**src/rtl/dsp_simd_pkg.sv**
```systemverilog
// Shared types and helpers for the SIMD ALU: opcode encoding, the widest
// supported datapath and the signed saturation clamp.
package dsp_simd_pkg;

   localparam int MAX_BITS = 48;

   typedef enum logic [3:0] {
      OP_ADD  = 4'd0,
      OP_SUB  = 4'd1,
      OP_AND  = 4'd2,
      OP_OR   = 4'd3,
      OP_XOR  = 4'd4,
      OP_NAND = 4'd5,
      OP_NOR  = 4'd6,
      OP_XNOR = 4'd7,
      OP_NOT  = 4'd8,
      OP_ACC  = 4'd9,
      OP_LDA  = 4'd10
   } op_t;

   // sum is the (width+1)-bit sign-extended result, zero-padded above that;
   // bit [width] is the true sign, so it picks the clamp direction.
   function automatic logic [MAX_BITS-1:0] sat_clamp(
      input int                  width,
      input logic [MAX_BITS:0]   sum,
      input logic                ovf
   );
      logic [MAX_BITS-1:0] res;
      logic                neg;
      neg = |(sum & ((MAX_BITS+1)'(1) << width));
      res = sum[MAX_BITS-1:0];
      if (ovf) begin
         for (int i = 0; i < MAX_BITS; i++) begin
            if (i < width) begin
               res[i] = (i == width - 1) ? neg : !neg;
            end
         end
      end
      return res;
   endfunction

endpackage

```
**src/rtl/dsp_simd_lane.sv**
```systemverilog
// One combinational ALU lane: opcode decode, signed overflow detection and
// optional saturation. The accumulator value is supplied by the owner.
module dsp_simd_lane
   import dsp_simd_pkg::*;
#(
   parameter int WIDTH = 12
) (
   input  logic [3:0]       op_i,
   input  logic             sat_i,
   input  logic [WIDTH-1:0] a_i,
   input  logic [WIDTH-1:0] b_i,
   input  logic [WIDTH-1:0] acc_i,
   output logic [WIDTH-1:0] y_o,
   output logic             ovf_o
);

   logic [WIDTH:0]   opx;
   logic [WIDTH:0]   opy;
   logic [WIDTH:0]   sum;
   logic             raw_ovf;
   logic [WIDTH-1:0] arith_y;

   // ACC reuses the adder with the accumulator as the first operand.
   always_comb begin
      opx = {a_i[WIDTH-1], a_i};
      opy = {b_i[WIDTH-1], b_i};
      if (op_i == OP_ACC) begin
         opx = {acc_i[WIDTH-1], acc_i};
         opy = {a_i[WIDTH-1], a_i};
      end
      sum = (op_i == OP_SUB) ? (opx - opy) : (opx + opy);
   end

   assign raw_ovf = sum[WIDTH] ^ sum[WIDTH-1];
   assign arith_y = sat_i ? WIDTH'(sat_clamp(WIDTH, (MAX_BITS+1)'(sum), raw_ovf))
                          : sum[WIDTH-1:0];

   always_comb begin
      y_o   = '0;
      ovf_o = 1'b0;
      case (op_i)
         OP_ADD, OP_SUB, OP_ACC: begin
            y_o   = arith_y;
            ovf_o = raw_ovf;
         end
         OP_AND:  y_o = a_i & b_i;
         OP_OR:   y_o = a_i | b_i;
         OP_XOR:  y_o = a_i ^ b_i;
         OP_NAND: y_o = ~(a_i & b_i);
         OP_NOR:  y_o = ~(a_i | b_i);
         OP_XNOR: y_o = ~(a_i ^ b_i);
         OP_NOT:  y_o = ~a_i;
         OP_LDA:  y_o = a_i;
         default: begin
            y_o   = '0;
            ovf_o = 1'b0;
         end
      endcase
   end

endmodule

```
**src/rtl/dsp_simd_alu.sv**
```systemverilog
// Two-stage SIMD ALU: S1 registers the operand beat, S2 registers the lane
// results. One global advance enable gives valid/ready backpressure.
module dsp_simd_alu
   import dsp_simd_pkg::*;
#(
   parameter int LANES  = 4,
   parameter int WIDTH  = 12,
   parameter int SAT_EN = 0
) (
   input  logic                   clk_i,
   input  logic                   rst_ni,
   input  logic                   in_valid_i,
   output logic                   in_ready_o,
   input  logic [3:0]             op_i,
   input  logic                   sat_mode_i,
   input  logic [LANES*WIDTH-1:0] a_i,
   input  logic [LANES*WIDTH-1:0] b_i,
   output logic                   out_valid_o,
   input  logic                   out_ready_i,
   output logic [LANES*WIDTH-1:0] y_o,
   output logic [LANES-1:0]       ovf_o
);

   localparam int DW = LANES * WIDTH;

   if (LANES < 1 || LANES > 4 || LANES * WIDTH > MAX_BITS) begin : g_bad_params
      $error("dsp_simd_alu: LANES must be 1..4 and LANES*WIDTH <= 48");
   end

   logic          adv;
   logic          sat_eff;

   logic          s1_valid_q, s1_valid_d;
   logic [3:0]    s1_op_q,    s1_op_d;
   logic          s1_sat_q,   s1_sat_d;
   logic [DW-1:0] s1_a_q,     s1_a_d;
   logic [DW-1:0] s1_b_q,     s1_b_d;

   logic             s2_valid_q, s2_valid_d;
   logic [DW-1:0]    y_q,        y_d;
   logic [LANES-1:0] ovf_q,      ovf_d;
   logic [DW-1:0]    acc_q,      acc_d;

   logic [DW-1:0]    lane_y;
   logic [LANES-1:0] lane_ovf;

   assign adv     = !s2_valid_q || out_ready_i;
   assign sat_eff = (SAT_EN != 0) && sat_mode_i;

   for (genvar gi = 0; gi < LANES; gi++) begin : g_lane
      dsp_simd_lane #(
         .WIDTH (WIDTH)
      ) u_lane (
         .op_i  (s1_op_q),
         .sat_i (s1_sat_q),
         .a_i   (s1_a_q[gi*WIDTH +: WIDTH]),
         .b_i   (s1_b_q[gi*WIDTH +: WIDTH]),
         .acc_i (acc_q[gi*WIDTH +: WIDTH]),
         .y_o   (lane_y[gi*WIDTH +: WIDTH]),
         .ovf_o (lane_ovf[gi])
      );
   end

   // The accumulator commits as the beat enters S2, so a following ACC in S1
   // already sees the updated value and chains without a bubble.
   always_comb begin
      s1_valid_d = s1_valid_q;
      s1_op_d    = s1_op_q;
      s1_sat_d   = s1_sat_q;
      s1_a_d     = s1_a_q;
      s1_b_d     = s1_b_q;
      s2_valid_d = s2_valid_q;
      y_d        = y_q;
      ovf_d      = ovf_q;
      acc_d      = acc_q;
      if (adv) begin
         s1_valid_d = in_valid_i;
         if (in_valid_i) begin
            s1_op_d  = op_i;
            s1_sat_d = sat_eff;
            s1_a_d   = a_i;
            s1_b_d   = b_i;
         end
         s2_valid_d = s1_valid_q;
         if (s1_valid_q) begin
            y_d   = lane_y;
            ovf_d = lane_ovf;
            if (s1_op_q == OP_ACC || s1_op_q == OP_LDA) begin
               acc_d = lane_y;
            end
         end
      end
   end

   always_ff @(posedge clk_i or negedge rst_ni) begin
      if (!rst_ni) begin
         s1_valid_q <= 1'b0;
         s1_op_q    <= '0;
         s1_sat_q   <= 1'b0;
         s1_a_q     <= '0;
         s1_b_q     <= '0;
         s2_valid_q <= 1'b0;
         y_q        <= '0;
         ovf_q      <= '0;
         acc_q      <= '0;
      end else begin
         s1_valid_q <= s1_valid_d;
         s1_op_q    <= s1_op_d;
         s1_sat_q   <= s1_sat_d;
         s1_a_q     <= s1_a_d;
         s1_b_q     <= s1_b_d;
         s2_valid_q <= s2_valid_d;
         y_q        <= y_d;
         ovf_q      <= ovf_d;
         acc_q      <= acc_d;
      end
   end

   assign in_ready_o  = adv;
   assign out_valid_o = s2_valid_q;
   assign y_o         = y_q;
   assign ovf_o       = ovf_q;

endmodule

```
**config.mk**
```make
export PLATFORM = sky130hd
export DESIGN_NAME = dsp_simd_alu
export DESIGN_NICKNAME = d
export VERILOG_FILES = /design/src/rtl/dsp_simd_pkg.sv /design/src/rtl/dsp_simd_lane.sv /design/src/rtl/dsp_simd_alu.sv
export SDC_FILE = /design/constraint.sdc
export NUM_CORES = 1
export LEC_CHECK = 0
export CAP_MARGIN = 15
export CORE_MARGIN = 4
export CORE_UTILIZATION = 43
export DETAILED_ROUTE_END_ITERATION = 8
export DONT_BUFFER_PORTS = 1
export GPL_TIMING_DRIVEN = 1
export SYNTH_ARGS = -nofsm -noshare
export SYNTH_HDL_FRONTEND = slang
export SYNTH_SLANG_ARGS = --single-unit
```
**constraint.sdc**
```tcl
create_clock -name clk_i -period 4.9 [get_ports clk_i]
set_clock_uncertainty 0.15 [all_clocks]
set_input_delay 0.98 -clock clk_i [delete_from_list [all_inputs] [get_ports clk_i]]
set_output_delay 0.98 -clock clk_i [all_outputs]
set_load 0.03 [all_outputs]
```
==> results of run 1 <==
## cell usage in the layout, fill, tap and decap left out, types with 8 or more instances in the layout
cell type	instances
nand2_1	242
ha_1	144
xnor2_1	61
xor2_1	25
clkbuf_16	25
mux2_2	166
nor2b_1	13
a21oi_1	161
or3_1	10
nand3_1	18
dfrtp_1	198
a22oi_1	35
nand2b_1	19
buf_4	46
nor2_1	142
a31oi_1	16
o22ai_1	21
a211oi_1	20
o211ai_1	8
o21a_1	17
nor3_1	28
o221ai_1	25
o21ai_0	215
nor4_1	11
mux2i_1	30
inv_1	109
## cell type report
cell class	instances	area, sq um	share of cell area [%]
multi-input cells	1551	10800	59.1
repair buffers	52	480	2.63
clock buffers	31	678	3.72
flip-flops and latches	202	5060	27.7
well taps	518	648	3.55
clock inverters	13	178	0.974
inverters	109	409	2.24
diodes	1	2.50	0.0137
## worst max-delay path by stage
| stage | startpoint | to | slack [ns] | cells after the start |
|---|---|---|---|---|
| 5_1_grt | s1_op_q[1]$_DFFE_PN0P_ | ovf_o[1]$_DFFE_PN0P_ | 0.07 | 14 |
| 2_1_floorplan | s1_op_q[2]$_DFFE_PN0P_ | y_o[46]$_DFFE_PN0P_ | 0.76 | 19 |
| 3_3_place_gp | s1_op_q[1]$_DFFE_PN0P_ | y_o[17]$_DFFE_PN0P_ | 0.57 | 14 |
| 6_report | s1_op_q[1]$_DFFE_PN0P_ | y_o[23]$_DFFE_PN0P_ | 0.39 | 14 |
| 4_1_cts | s1_op_q[1]$_DFFE_PN0P_ | y_o[23]$_DFFE_PN0P_ | 0.46 | 14 |
| 3_5_place_dp | s1_op_q[1]$_DFFE_PN0P_ | y_o[23]$_DFFE_PN0P_ | 0.47 | 14 |
## worst register-to-register path, stage by stage, from the launching register on
cell and delay (ns):
dfrtp_4 0.54, buf_4 0.31, nor4b_4 0.45, buf_4 0.38, nor3_1 0.08, o21ai_0 0.13
o21ai_0 0.19, ha_1 0.33, nor2b_1 0.14, o31ai_1 0.55, a311o_1 0.29, nand2_1 0.07
xnor2_1 0.28, o221ai_1 0.22, mux2_2 0.31
## routing by layer
layer | vias to the layer above | routed length (microns) | GRT usage (%)
met5 | - | 55 | 0
met4 | 8 | 1510 | 7.18
met3 | 100 | 4560 | 5.07
met2 | 589 | 23000 | 37.0
met1 | 7147 | 25200 | 37.2
li1 | 7007 | - | -
## state kept, by name (all words and copies together) (netlist names)
register,count
s1_op_q,4
out_valid_o,1
ovf_o,4
s1_valid_q,1
acc_q,48
s1_b_q,48
y_o,48
s1_a_q,48
## through the flow
step / worst slack [ns] / cells / utilization (%) / total power, mW / hold slack (ns)
2_1_floorplan: 0.764 / 1993 / - / 6.36 / 0.300
3_3_place_gp: 0.567 / 2430 / 45.0 / 7.52 / 0.312
3_5_place_dp: 0.465 / 2430 / 45.0 / 7.64 / 0.325
4_1_cts: 0.456 / 2474 / 47.2 / 9.63 / -0.0388
5_1_grt: 0.0664 / 2476 / 47.3 / 10.4 / 0.182
6_report: 0.385 / 2477 / 47.3 / 9.66 / 0.161
## power by group through the flow
stage               clock (mW)  sequential (mW)  combinational [mW]
detailed placement           0             3.21                4.43
global route              2.06             3.26                5.05
CTS                       1.99             3.18                4.46
global placement             0             3.19                4.33
finish                    1.94             3.18                4.55
floorplan                    0             2.94                3.42
## logic make-up (layout without fill, tap and decap cells)
kind of cell	after synthesis	count (layout)	share of synthesized area, %
compound gates	603	603	21.8
xor+xnor	88	88	4.76
mux	197	197	13.0
fa+ha+maj	148	148	11.2
simple gates	515	515	13.5
other cells	0	1	0
buf+inv	240	205	5.56
flops	202	202	30.2
==> reports/metrics.cfg, run 1 <==
[power_and_ir_drop]
ir_drop_v=0.000279
clock_power_share_pct=20.1
pwr-share-comb_pct=47.1
power.share.sequential_pct=32.9
leakagePower_nw=7.82
internal_power_mw=5.29
swShare_pct=45.2
switchingPower_mw=4.37
p_per_area_nw_per_um2=530

[worst_setup_path]
crit_required_ns=5.18
slowest_delay_ns=0.55
r2r_end=y_o[23]$_DFFE_PN0P_
cp.buffers_inverters=2
crit_path_top_delay_cell=o31ai_1
reg2reg_depth=14
critPathKind=flip-flop to flip-flop
cp_top_family=compound AO/OA/AOI/OAI gates
worstSetupStartpointType=flip-flop
cp.arrival_ns=4.79
path_max_fanout=32
r2r_start=s1_op_q[1]$_DFFE_PN0P_
cp-end-kind=flip-flop
ff2ff_setup_slack_ns=0.39
critical_path.cell_chain=buf_4 > nor4b_4 > buf_4 > nor3_1 > o21ai_0 > o21ai_0 > ha_1 > nor2b_1 > o31ai_1 > a311o_1 > nand2_1 > xnor2_1 > o221ai_1 > mux2_2

[detailed_routing]
num_vias=14851
wl_microns=54300
drcViolationCount=0
ant_nets=0
firstDrtPassIters=5
wl_per_cell_microns=21.9
vias_per_cell=6.00
drt_iter0_drc=1774

[sta]
finalMaxSlewViolations=0
hold_viol=0
rsz0062_at_grt=no
max_freq_ghz=0.221
setup_viol=0
relSlewSlack_pct=35.5
worst_pin_slew_ns=0.968
setup_tns_ns=0
min_period_over_period_pct=92.1
finalCriticalPeriod_ns=4.51

[floorplanning]
core_sq_um=38600
rows=72
die_h_microns=205
start_util_pct=43.5
die-area_sq_um=42200
io-pin-count=159
die_width_microns=205

[global_routing]
grt_start_max_net_pins=203
grt_pass1_vias=14147
antenna_found_initial=5
grt-ovfl-total=0
grt.total_usage_pct=25.1
grt_pass1_wl_microns=84100

[synthesis]
async_flop_share_pct=100
ys_seq_area_share_pct=30.2
synth_area_leaders=dfrtp_1 30%, mux2_2 11%, ha_1 11%, o21ai_0 6.4%, nand2_1 5.5%
yosysTopAreaCellShare_pct=30.2
synth_nets=2246
synth_warnings=0
netlist_area_sq_um=16800
synth_ff_type=dfrtp_1
synth_common_cells=244 x nand2_1, 215 x o21ai_0, 202 x dfrtp_1
yosysTopAreaCell=dfrtp_1
synth.ff_latch_count=202
yosysUniqueCellTypes=73
syn_inst=1993
synth.avg_cell_area_sq_um=8.41
synth_most_common_cell=nand2_1
synth_enable_flop_cells=0

[flow_run]
cap_viol_max_count=0

[run_status]
run_status=finished, final reports clean

[cells_and_area]
drive_gt1_share_pct=14.4
area_growth_pct=8.88
n_fill_cell=3803
final_area_sq_um=18200
fin_nets=2194

[cts]
numCtsBuffers=25
cts-resized-gates=0
root_buffer=clkbuf_16
cts_tree=built
post_cts_buffers=0
cts.sinks=202
cts.htree.levels=1
insertion_delay_ns=0.54
clk_pin_slew_ns=0.06
clockBufferDepth=3

[place]
place_congestion=0.920
port-buffer-count=0
place_area_sq_um=17300
dpl.hpwl_microns=38000

[hold_path]
hp-class=primary input to async pin

No activity file was read; power rests on OpenSTA's default activity.
==> inputs of run 2 (changes only) <==
--- a/config.mk
+++ b/config.mk
@@ -11,6 +11,7 @@
 export DETAILED_ROUTE_END_ITERATION = 8
 export DONT_BUFFER_PORTS = 1
 export GPL_TIMING_DRIVEN = 1
+export SLEW_MARGIN = 20
 export SYNTH_ARGS = -nofsm -noshare
 export SYNTH_HDL_FRONTEND = slang
 export SYNTH_SLANG_ARGS = --single-unit
==> results of run 2 <==
The final DEF is identical to that of run 1; final timing and power are the same.
